[config.mk]
export PLATFORM = sky130hd
export DESIGN_NAME = uart_tx_scheduler_flat
export DESIGN_NICKNAME = d
export VERILOG_FILES = /design/src/rtl/uart_tx_scheduler_pkg.sv /design/src/rtl/uart_tx_scheduler_if.sv /design/src/rtl/uart_tx_scheduler_rr_arbiter.sv /design/src/rtl/uart_tx_scheduler.sv /design/src/flat_wrapper.sv
export SDC_FILE = /design/constraint.sdc
export NUM_CORES = 1
export LEC_CHECK = 0
export CORE_MARGIN = 8
export CORE_UTILIZATION = 25
export CTS_CLUSTER_SIZE = 24
export DETAILED_ROUTE_END_ITERATION = 10
export PLACE_DENSITY = 0.56
export SYNTH_ARGS = -nofsm -noshare
export SYNTH_HDL_FRONTEND = slang
export SYNTH_SLANG_ARGS = --single-unit
[constraint.sdc]
create_clock -name i_clk -period 1.8 [get_ports i_clk]
set_clock_uncertainty 0.15 [all_clocks]
set_input_delay 0.54 -clock i_clk [delete_from_list [all_inputs] [get_ports i_clk]]
set_output_delay 0.54 -clock i_clk [all_outputs]
set_load 0.03 [all_outputs]
[src/rtl/uart_tx_scheduler_pkg.sv]
// -----------------------------------------------------------------------------
// uart_tx_scheduler_pkg
// Purpose : shared definitions for the UART transmit scheduler: FSM state
//           encoding and UART frame timing constants.
// Ports   : none (package)
// -----------------------------------------------------------------------------
package uart_tx_scheduler_pkg;

    // Scheduler FSM states
    typedef enum logic [1:0] {
        ST_IDLE  = 2'd0,
        ST_START = 2'd1,
        ST_WAIT  = 2'd2
    } sched_state_t;

    // UART timing: one bit lasts BIT_CLKS clocks, a frame is FRAME_BITS bits
    localparam int BIT_CLKS   = 400;
    localparam int FRAME_BITS = 10;
    localparam int FRAME_CLKS = BIT_CLKS * FRAME_BITS;

endpackage

[src/rtl/uart_tx_scheduler_if.sv]
// -----------------------------------------------------------------------------
// uart_tx_scheduler_if
// Purpose : bundles the requester handshake and the transmitter control
//           signals of the UART transmit scheduler.
// Signals : req_valid/req_data/req_ready - N requesters, byte i at [8*i+7:8*i]
//           tx_data/tx_start/tx_busy/tx_done - transmitter sequencing
//           grant_id - index of requester currently/last served
//           timeout_err - sticky watchdog abort flag
// Modports: slave  - the scheduler
//           master - the environment (requesters + transmitter)
// -----------------------------------------------------------------------------
interface uart_tx_scheduler_if #(
    parameter int N   = 2,
    parameter int IDW = 1
);
    logic [N-1:0]   req_valid;
    logic [8*N-1:0] req_data;
    logic [N-1:0]   req_ready;
    logic [7:0]     tx_data;
    logic           tx_start;
    logic           tx_busy;
    logic           tx_done;
    logic [IDW-1:0] grant_id;
    logic           timeout_err;

    modport slave (
        input  req_valid, req_data, tx_busy, tx_done,
        output req_ready, tx_data, tx_start, grant_id, timeout_err
    );

    modport master (
        output req_valid, req_data, tx_busy, tx_done,
        input  req_ready, tx_data, tx_start, grant_id, timeout_err
    );
endinterface

[src/rtl/uart_tx_scheduler_rr_arbiter.sv]
// -----------------------------------------------------------------------------
// rr_arbiter
// Purpose : combinational round-robin pick. Searches i_ptr+1, i_ptr+2, ...
//           (mod N) and returns the first requester with i_valid set.
// Ports   : i_valid [N]   - pending request mask
//           i_ptr   [IDW] - index served last
//           o_pick  [IDW] - next index to serve (valid only when o_any)
//           o_any         - at least one request pending
// -----------------------------------------------------------------------------
module rr_arbiter #(
    parameter int N   = 2,
    parameter int IDW = 1
) (
    input  logic [N-1:0]   i_valid,
    input  logic [IDW-1:0] i_ptr,
    output logic [IDW-1:0] o_pick,
    output logic           o_any
);
    logic [IDW-1:0] w_hi_pick;
    logic           w_hi_found;
    logic [IDW-1:0] w_lo_pick;

    // Lowest valid index above the pointer, and lowest valid index at/below it;
    // scanning downwards leaves the lowest match in each half.
    always_comb begin
        w_hi_pick  = '0;
        w_hi_found = 1'b0;
        w_lo_pick  = '0;
        for (int j = N - 1; j >= 0; j--) begin
            if (i_valid[j] && (j > int'(i_ptr))) begin
                w_hi_found = 1'b1;
                w_hi_pick  = IDW'(j);
            end else if (i_valid[j]) begin
                w_lo_pick  = IDW'(j);
            end else begin
                w_hi_found = w_hi_found;
            end
        end
    end

    assign o_pick = w_hi_found ? w_hi_pick : w_lo_pick;
    assign o_any  = |i_valid;

endmodule

[src/rtl/uart_tx_scheduler.sv]
// -----------------------------------------------------------------------------
// uart_tx_scheduler
// Purpose : shares one UART transmitter between N byte requesters. Grants one
//           byte per round-robin turn, pulses TX_START with the byte, then waits
//           for TX_DONE. A watchdog aborts a frame that never completes and sets
//           a sticky error flag.
// Ports   : i_clk   - system clock, rising edge
//           i_rst_n - asynchronous active-low reset
//           bus     - uart_tx_scheduler_if.slave (requesters + transmitter)
// -----------------------------------------------------------------------------
module uart_tx_scheduler
    import uart_tx_scheduler_pkg::*;
#(
    parameter int N           = 2,
    parameter int IDW         = 1,
    parameter int TIMEOUT_CYC = 8192,
    parameter int CNT_W       = 14
) (
    input  logic                 i_clk,
    input  logic                 i_rst_n,
    uart_tx_scheduler_if.slave   bus
);
    sched_state_t   r_state;
    sched_state_t   w_state_nxt;

    logic [N-1:0]   r_req_ready, w_ready_nxt;
    logic           r_tx_start,  w_start_nxt;
    logic [7:0]     r_tx_data,   w_data_nxt;
    logic [IDW-1:0] r_grant_id,  w_gid_nxt;
    logic [IDW-1:0] r_ptr,       w_ptr_nxt;
    logic           r_timeout_err, w_err_nxt;
    logic [CNT_W-1:0] r_wd,      w_wd_nxt;

    logic [IDW-1:0] w_pick;
    logic           w_any;
    logic           w_grant;
    logic           w_expire;
    logic [7:0]     w_sel_data;

    rr_arbiter #(.N(N), .IDW(IDW)) u_arb (
        .i_valid (bus.req_valid),
        .i_ptr   (r_ptr),
        .o_pick  (w_pick),
        .o_any   (w_any)
    );

    // A busy transmitter in IDLE is owned by someone else, so no grant then.
    assign w_grant  = (r_state == ST_IDLE) && w_any && !bus.tx_busy;
    assign w_expire = (r_wd == CNT_W'(TIMEOUT_CYC - 1));

    // Byte of the requester picked by the arbiter
    always_comb begin
        w_sel_data = 8'h00;
        for (int j = 0; j < N; j++) begin
            w_sel_data = (w_pick == IDW'(j)) ? bus.req_data[8*j +: 8] : w_sel_data;
        end
    end

    // State register
    always_ff @(posedge i_clk or negedge i_rst_n) begin
        if (!i_rst_n) begin
            r_state <= ST_IDLE;
        end else begin
            r_state <= w_state_nxt;
        end
    end

    // Next-state logic; TX_DONE takes priority over a watchdog expiry
    always_comb begin
        w_state_nxt = r_state;
        case (r_state)
            ST_IDLE:  w_state_nxt = w_grant ? ST_START : ST_IDLE;
            ST_START: w_state_nxt = ST_WAIT;
            ST_WAIT:  w_state_nxt = (bus.tx_done || w_expire) ? ST_IDLE : ST_WAIT;
            default:  w_state_nxt = ST_IDLE;
        endcase
    end

    // Next values of the registered outputs, pointer and watchdog
    always_comb begin
        w_ready_nxt = '0;
        w_start_nxt = 1'b0;
        w_data_nxt  = r_tx_data;
        w_gid_nxt   = r_grant_id;
        w_ptr_nxt   = r_ptr;
        w_err_nxt   = r_timeout_err;
        w_wd_nxt    = r_wd;
        case (r_state)
            ST_IDLE: begin
                if (w_grant) begin
                    w_ready_nxt = {{(N-1){1'b0}}, 1'b1} << w_pick;
                    w_start_nxt = 1'b1;
                    w_data_nxt  = w_sel_data;
                    w_gid_nxt   = w_pick;
                    w_ptr_nxt   = w_pick;
                end else begin
                    w_start_nxt = 1'b0;
                end
            end
            ST_START: w_wd_nxt = '0;
            ST_WAIT: begin
                if (bus.tx_done) begin
                    w_wd_nxt = r_wd;
                end else if (w_expire) begin
                    w_err_nxt = 1'b1;
                end else if (r_wd != {CNT_W{1'b1}}) begin
                    w_wd_nxt = r_wd + CNT_W'(1);
                end else begin
                    w_wd_nxt = r_wd;
                end
            end
            default: w_start_nxt = 1'b0;
        endcase
    end

    // Output, pointer and watchdog registers; pointer resets to N-1 so
    // requester 0 has first priority
    always_ff @(posedge i_clk or negedge i_rst_n) begin
        if (!i_rst_n) begin
            r_req_ready   <= '0;
            r_tx_start    <= 1'b0;
            r_tx_data     <= 8'h00;
            r_grant_id    <= '0;
            r_ptr         <= IDW'(N - 1);
            r_timeout_err <= 1'b0;
            r_wd          <= '0;
        end else begin
            r_req_ready   <= w_ready_nxt;
            r_tx_start    <= w_start_nxt;
            r_tx_data     <= w_data_nxt;
            r_grant_id    <= w_gid_nxt;
            r_ptr         <= w_ptr_nxt;
            r_timeout_err <= w_err_nxt;
            r_wd          <= w_wd_nxt;
        end
    end

    assign bus.req_ready   = r_req_ready;
    assign bus.tx_start    = r_tx_start;
    assign bus.tx_data     = r_tx_data;
    assign bus.grant_id    = r_grant_id;
    assign bus.timeout_err = r_timeout_err;

endmodule

[src/flat_wrapper.sv]
// flat-port wrapper written by rule: the top's interface ports become plain ports
module uart_tx_scheduler_flat import uart_tx_scheduler_pkg::*;
#(
    parameter int N           = 2,
    parameter int IDW         = 1,
    parameter int TIMEOUT_CYC = 8192,
    parameter int CNT_W       = 14
)
  (i_clk, i_rst_n, bus_req_valid, bus_req_data, bus_tx_busy, bus_tx_done, bus_req_ready, bus_tx_data, bus_tx_start, bus_grant_id, bus_timeout_err);
  uart_tx_scheduler_if #(.N(N), .IDW(IDW)) bus_i ();
  input  logic i_clk;
  input  logic i_rst_n;
  input wire logic [$bits(bus_i.req_valid)-1:0] bus_req_valid;
  input wire logic [$bits(bus_i.req_data)-1:0] bus_req_data;
  input wire logic [$bits(bus_i.tx_busy)-1:0] bus_tx_busy;
  input wire logic [$bits(bus_i.tx_done)-1:0] bus_tx_done;
  output wire logic [$bits(bus_i.req_ready)-1:0] bus_req_ready;
  output wire logic [$bits(bus_i.tx_data)-1:0] bus_tx_data;
  output wire logic [$bits(bus_i.tx_start)-1:0] bus_tx_start;
  output wire logic [$bits(bus_i.grant_id)-1:0] bus_grant_id;
  output wire logic [$bits(bus_i.timeout_err)-1:0] bus_timeout_err;
  assign bus_i.req_valid = bus_req_valid;
  assign bus_i.req_data = bus_req_data;
  assign bus_i.tx_busy = bus_tx_busy;
  assign bus_i.tx_done = bus_tx_done;
  assign bus_req_ready = bus_i.req_ready;
  assign bus_tx_data = bus_i.tx_data;
  assign bus_tx_start = bus_i.tx_start;
  assign bus_grant_id = bus_i.grant_id;
  assign bus_timeout_err = bus_i.timeout_err;
  uart_tx_scheduler #(.N(N), .IDW(IDW), .TIMEOUT_CYC(TIMEOUT_CYC), .CNT_W(CNT_W)) u_core (.i_clk(i_clk), .i_rst_n(i_rst_n), .bus(bus_i));
endmodule
==> flow_summary_export.csv <==
group,metric,value,unit
drt,drtPass1Iterations,4,
synthesis,synthesis.instances,157,
clocking,cts_tree,"done",
sta,max_freq,565.8,MHz
worst_setup_path,r2r-start,"u_core.bus.tx_start",
clocking,clock_latency,0.28,ns
sta,rsz0062_at_grt,"yes",
synthesis,synth_top_area_share,0.4686,
sta,hold_viol,0,
worst_setup_path,critPathMaxFanout,3,
floorplanning,start_util,0.2556,
status,outcome,"completed",
worst_setup_path,r2r_cells,4,
clocking,cts.sink_count,29,
synthesis,yosys.area.top_type,"dfrtp_1",
run,maxCapViolations,0,
pwr,power_density,1061,nW/um^2
drt,routed_via_density,4.693,
global_route,grtUsageMet1,0.1256,
synthesis,ys_types,42,
placement,dp.final_hpwl,3.049,mm
worst_setup_path,endpoint_kind,"flop",
synthesis,synth-edff-count,0,
worst_setup_path,regToRegSetupSlack,0.05,ns
synthesis,synth_area,1495,sq um
sta,worstMarginPinSlew,0.3316,ns
synthesis,synth_most_common_cell,"dfrtp_1",
pwr,p_leak,1.086,nW
pwr,ir_worst_vdd,459.5,uV
layout,syn2layout_area_growth,55.31,%
global_route,grt_use_met3,0.04407,
global_route,grt_pass1_wl,6.741,mm
worst_setup_path,cp.arrival,1.77,ns
layout,fin_cells,303,
drt,via_count,1422,
synthesis,async_reset_ff_frac,1.000,
worst_setup_path,critPathRequiredTime,1.81,ns
synthesis,synthTopCellsByArea,"dfrtp_1, mux2i_1, nand2_1",
drt,drt_iter0_drc,72,
worst_hold_path,min_from,"u_core.bus.timeout_err",
floorplanning,die_h,93.34,microns
global_route,grt_overflow_total,0,
floorplanning,fp-row-count,28,
layout,fin_nets,250,
global_route,antenna_found_initial,0,
worst_setup_path,r2r-end,"u_core.r_wd[11]",
floorplanning,core,5851,sq um
sta,slew_viol_final,0,
clocking,clockBufferDepth,2,
global_route,use_met2,0.1375,
synthesis,avgSynthCellArea,9.523,sq um
synthesis,syn-num-nets,180,
layout,drive_above_1_share,0.2719,
placement,dp_cells,293,
sta,final.min_clock_period,1.768,ns
drt,final_antenna_net_count,0,
layout,num_antenna_cells,0,
synthesis,synth_ff_type,"dfrtp_1",
clocking,cts_root_buffer,"clkbuf_8",
placement,gp_congestion,0.8807,
worst_setup_path,critPathKind,"in2reg",
global_route,top_usage_layer,"met2",
synthesis,ys_ff_latch,29,
drt,drc,0,
floorplanning,die_x,93.34,microns
sta,relSlewSlack,0.7773,
floorplanning,fp.dieArea,8711,sq um
sta,fin_crit_sh,0.9820,
synthesis,yosysWarningCount,0,
global_route,grtUsageTotal,0.09665,
worst_hold_path,holdPathStages,1,
worst_setup_path,start_kind,"input pin",
worst_hold_path,hold_class,"reg2reg",
clocking,hold_buffers,0,
synthesis,synth_commonest_cells,"dfrtp_1, nand2_1, nor2_1",
floorplanning,ios,35,
drt,wirelength,4.102,mm
synthesis,ys_seq_area_frac,0.4862,
global_route,first_global_vias,1414,
placement,place.port_buffers,34,
sta,setup_viol_count_final,0,
clocking,cts.reportedPaths.clkPinSlew,0.07,ns
pwr,total_power,2.463,mW
worst_hold_path,whs_endpoint,"u_core.bus.timeout_err",
clocking,htreeDepth,2,
clocking,numCtsBuffers,5,
global_route,grt_max_degree,16,
drt,wl_per_cell,13.54,microns
==> metrics by stage <==
step                      hold slack, ns   TNS, ns  worst slack [ns]    util  cell area (sq um)
final                             0.3052         0           0.03246  0.3969               2322
after floorplan                  0.09441  -0.01716          -0.01716       -               1508
after global routing              0.3136  -0.01810          -0.01810  0.3969               2322
after global placement            0.2950    -8.060           -0.3998  0.3674               2150
after CTS                         0.3066         0          0.002801  0.3824               2237
after detailed placement          0.3026    -8.084           -0.4292  0.3674               2150
==> cells by family after synthesis <==
| kind of cell | after synthesis | share of synthesized area |
|---|---|---|
| compound gates | 39 | 0.1741 |
| fa+ha+maj | 1 | 0.008367 |
| buf+inv | 15 | 0.04100 |
| flops | 29 | 0.4862 |
| mux | 10 | 0.06695 |
| simple gates | 63 | 0.2234 |
==> timing repair <==
item                       4_1_cts  5_1_grt
setup endpoints to repair       29       18
setup buffers                    0        1
resized for setup               15       16
gates cloned                     0        1
pin swaps                        1        2
==> report_power, final <==
| part | internal [mW] | switching, mW | total, mW |
|---|---|---|---|
| registers | 0.816 | 0.117 | 0.933 |
| clock network | 0.309 | 0.269 | 0.578 |
| logic | 0.420 | 0.532 | 0.952 |
| total | 1.55 | 0.917 | 2.46 |
==> sequential cells by signal (all words and copies together), names as in the netlist <==
signal	flops
u_core.bus.req_ready	2
u_core.bus.tx_start	1
u_core.r_ptr	1
u_core.bus.timeout_err	1
u_core.r_state	1
u_core.bus.tx_data	8
u_core.r_wd	14
u_core.bus.grant_id	1
==> cell type report <==
cell class	count	area, sq um
clock inverters	2	13.76
inverters	10	37.54
well taps	75	93.84
repair buffers	68	610.6
fillers	589	3528
flip-flops and latches	29	729.5
clock buffers	6	82.58
multi-input cells	113	754.5
==> placed cells by master, fill, tap and decap left out, drive strengths merged, types with 2 or more instances in the layout <==
master / n
clkdlybuf4s50: 18
nand4: 3
nor4: 5
clkbuf: 7
dfrtp: 28
o31ai: 4
nand2b: 3
dlygate4sd2: 13
and2: 2
dlymetal6s2s: 2
clkinv: 2
or4: 2
o211ai: 3
nand2: 23
a41o: 2
a21oi: 6
mux2i: 10
nand3: 4
o21ai: 12
a31oi: 4
nor3: 3
inv: 10
nor2: 12
buf: 34
nor2b: 2
==> metal layers <==
layer,wire [microns],up-vias
li1,-,708
met1,1930,654
met2,1764,51
met3,351,9
met4,56,0
met5,0,-
==> critical path, stage by stage <==
cell	delay [ns]
dlygate4sd2_1	0.25
or3b_4	0.39
and2_4	0.15
a222oi_1	0.32
o31ai_1	0.12
==> worst max path at each step <==
stage | startpoint | slack, ns | to | depth (start not counted)
6_report | bus_tx_done | 0.03 | u_core.r_wd[11] | 5
5_1_grt | u_core.r_wd[0] | -0.02 | u_core.r_wd[11] | 5
4_1_cts | u_core.r_wd[0] | 0.003 | u_core.r_wd[9] | 5
3_5_place_dp | bus_tx_done | -0.43 | u_core.r_wd[11] | 5
3_3_place_gp | bus_tx_done | -0.40 | u_core.r_wd[11] | 5
2_1_floorplan | u_core.bus.tx_start | -0.02 | u_core.r_wd[11] | 5
(Power assumes the default switching activity.)
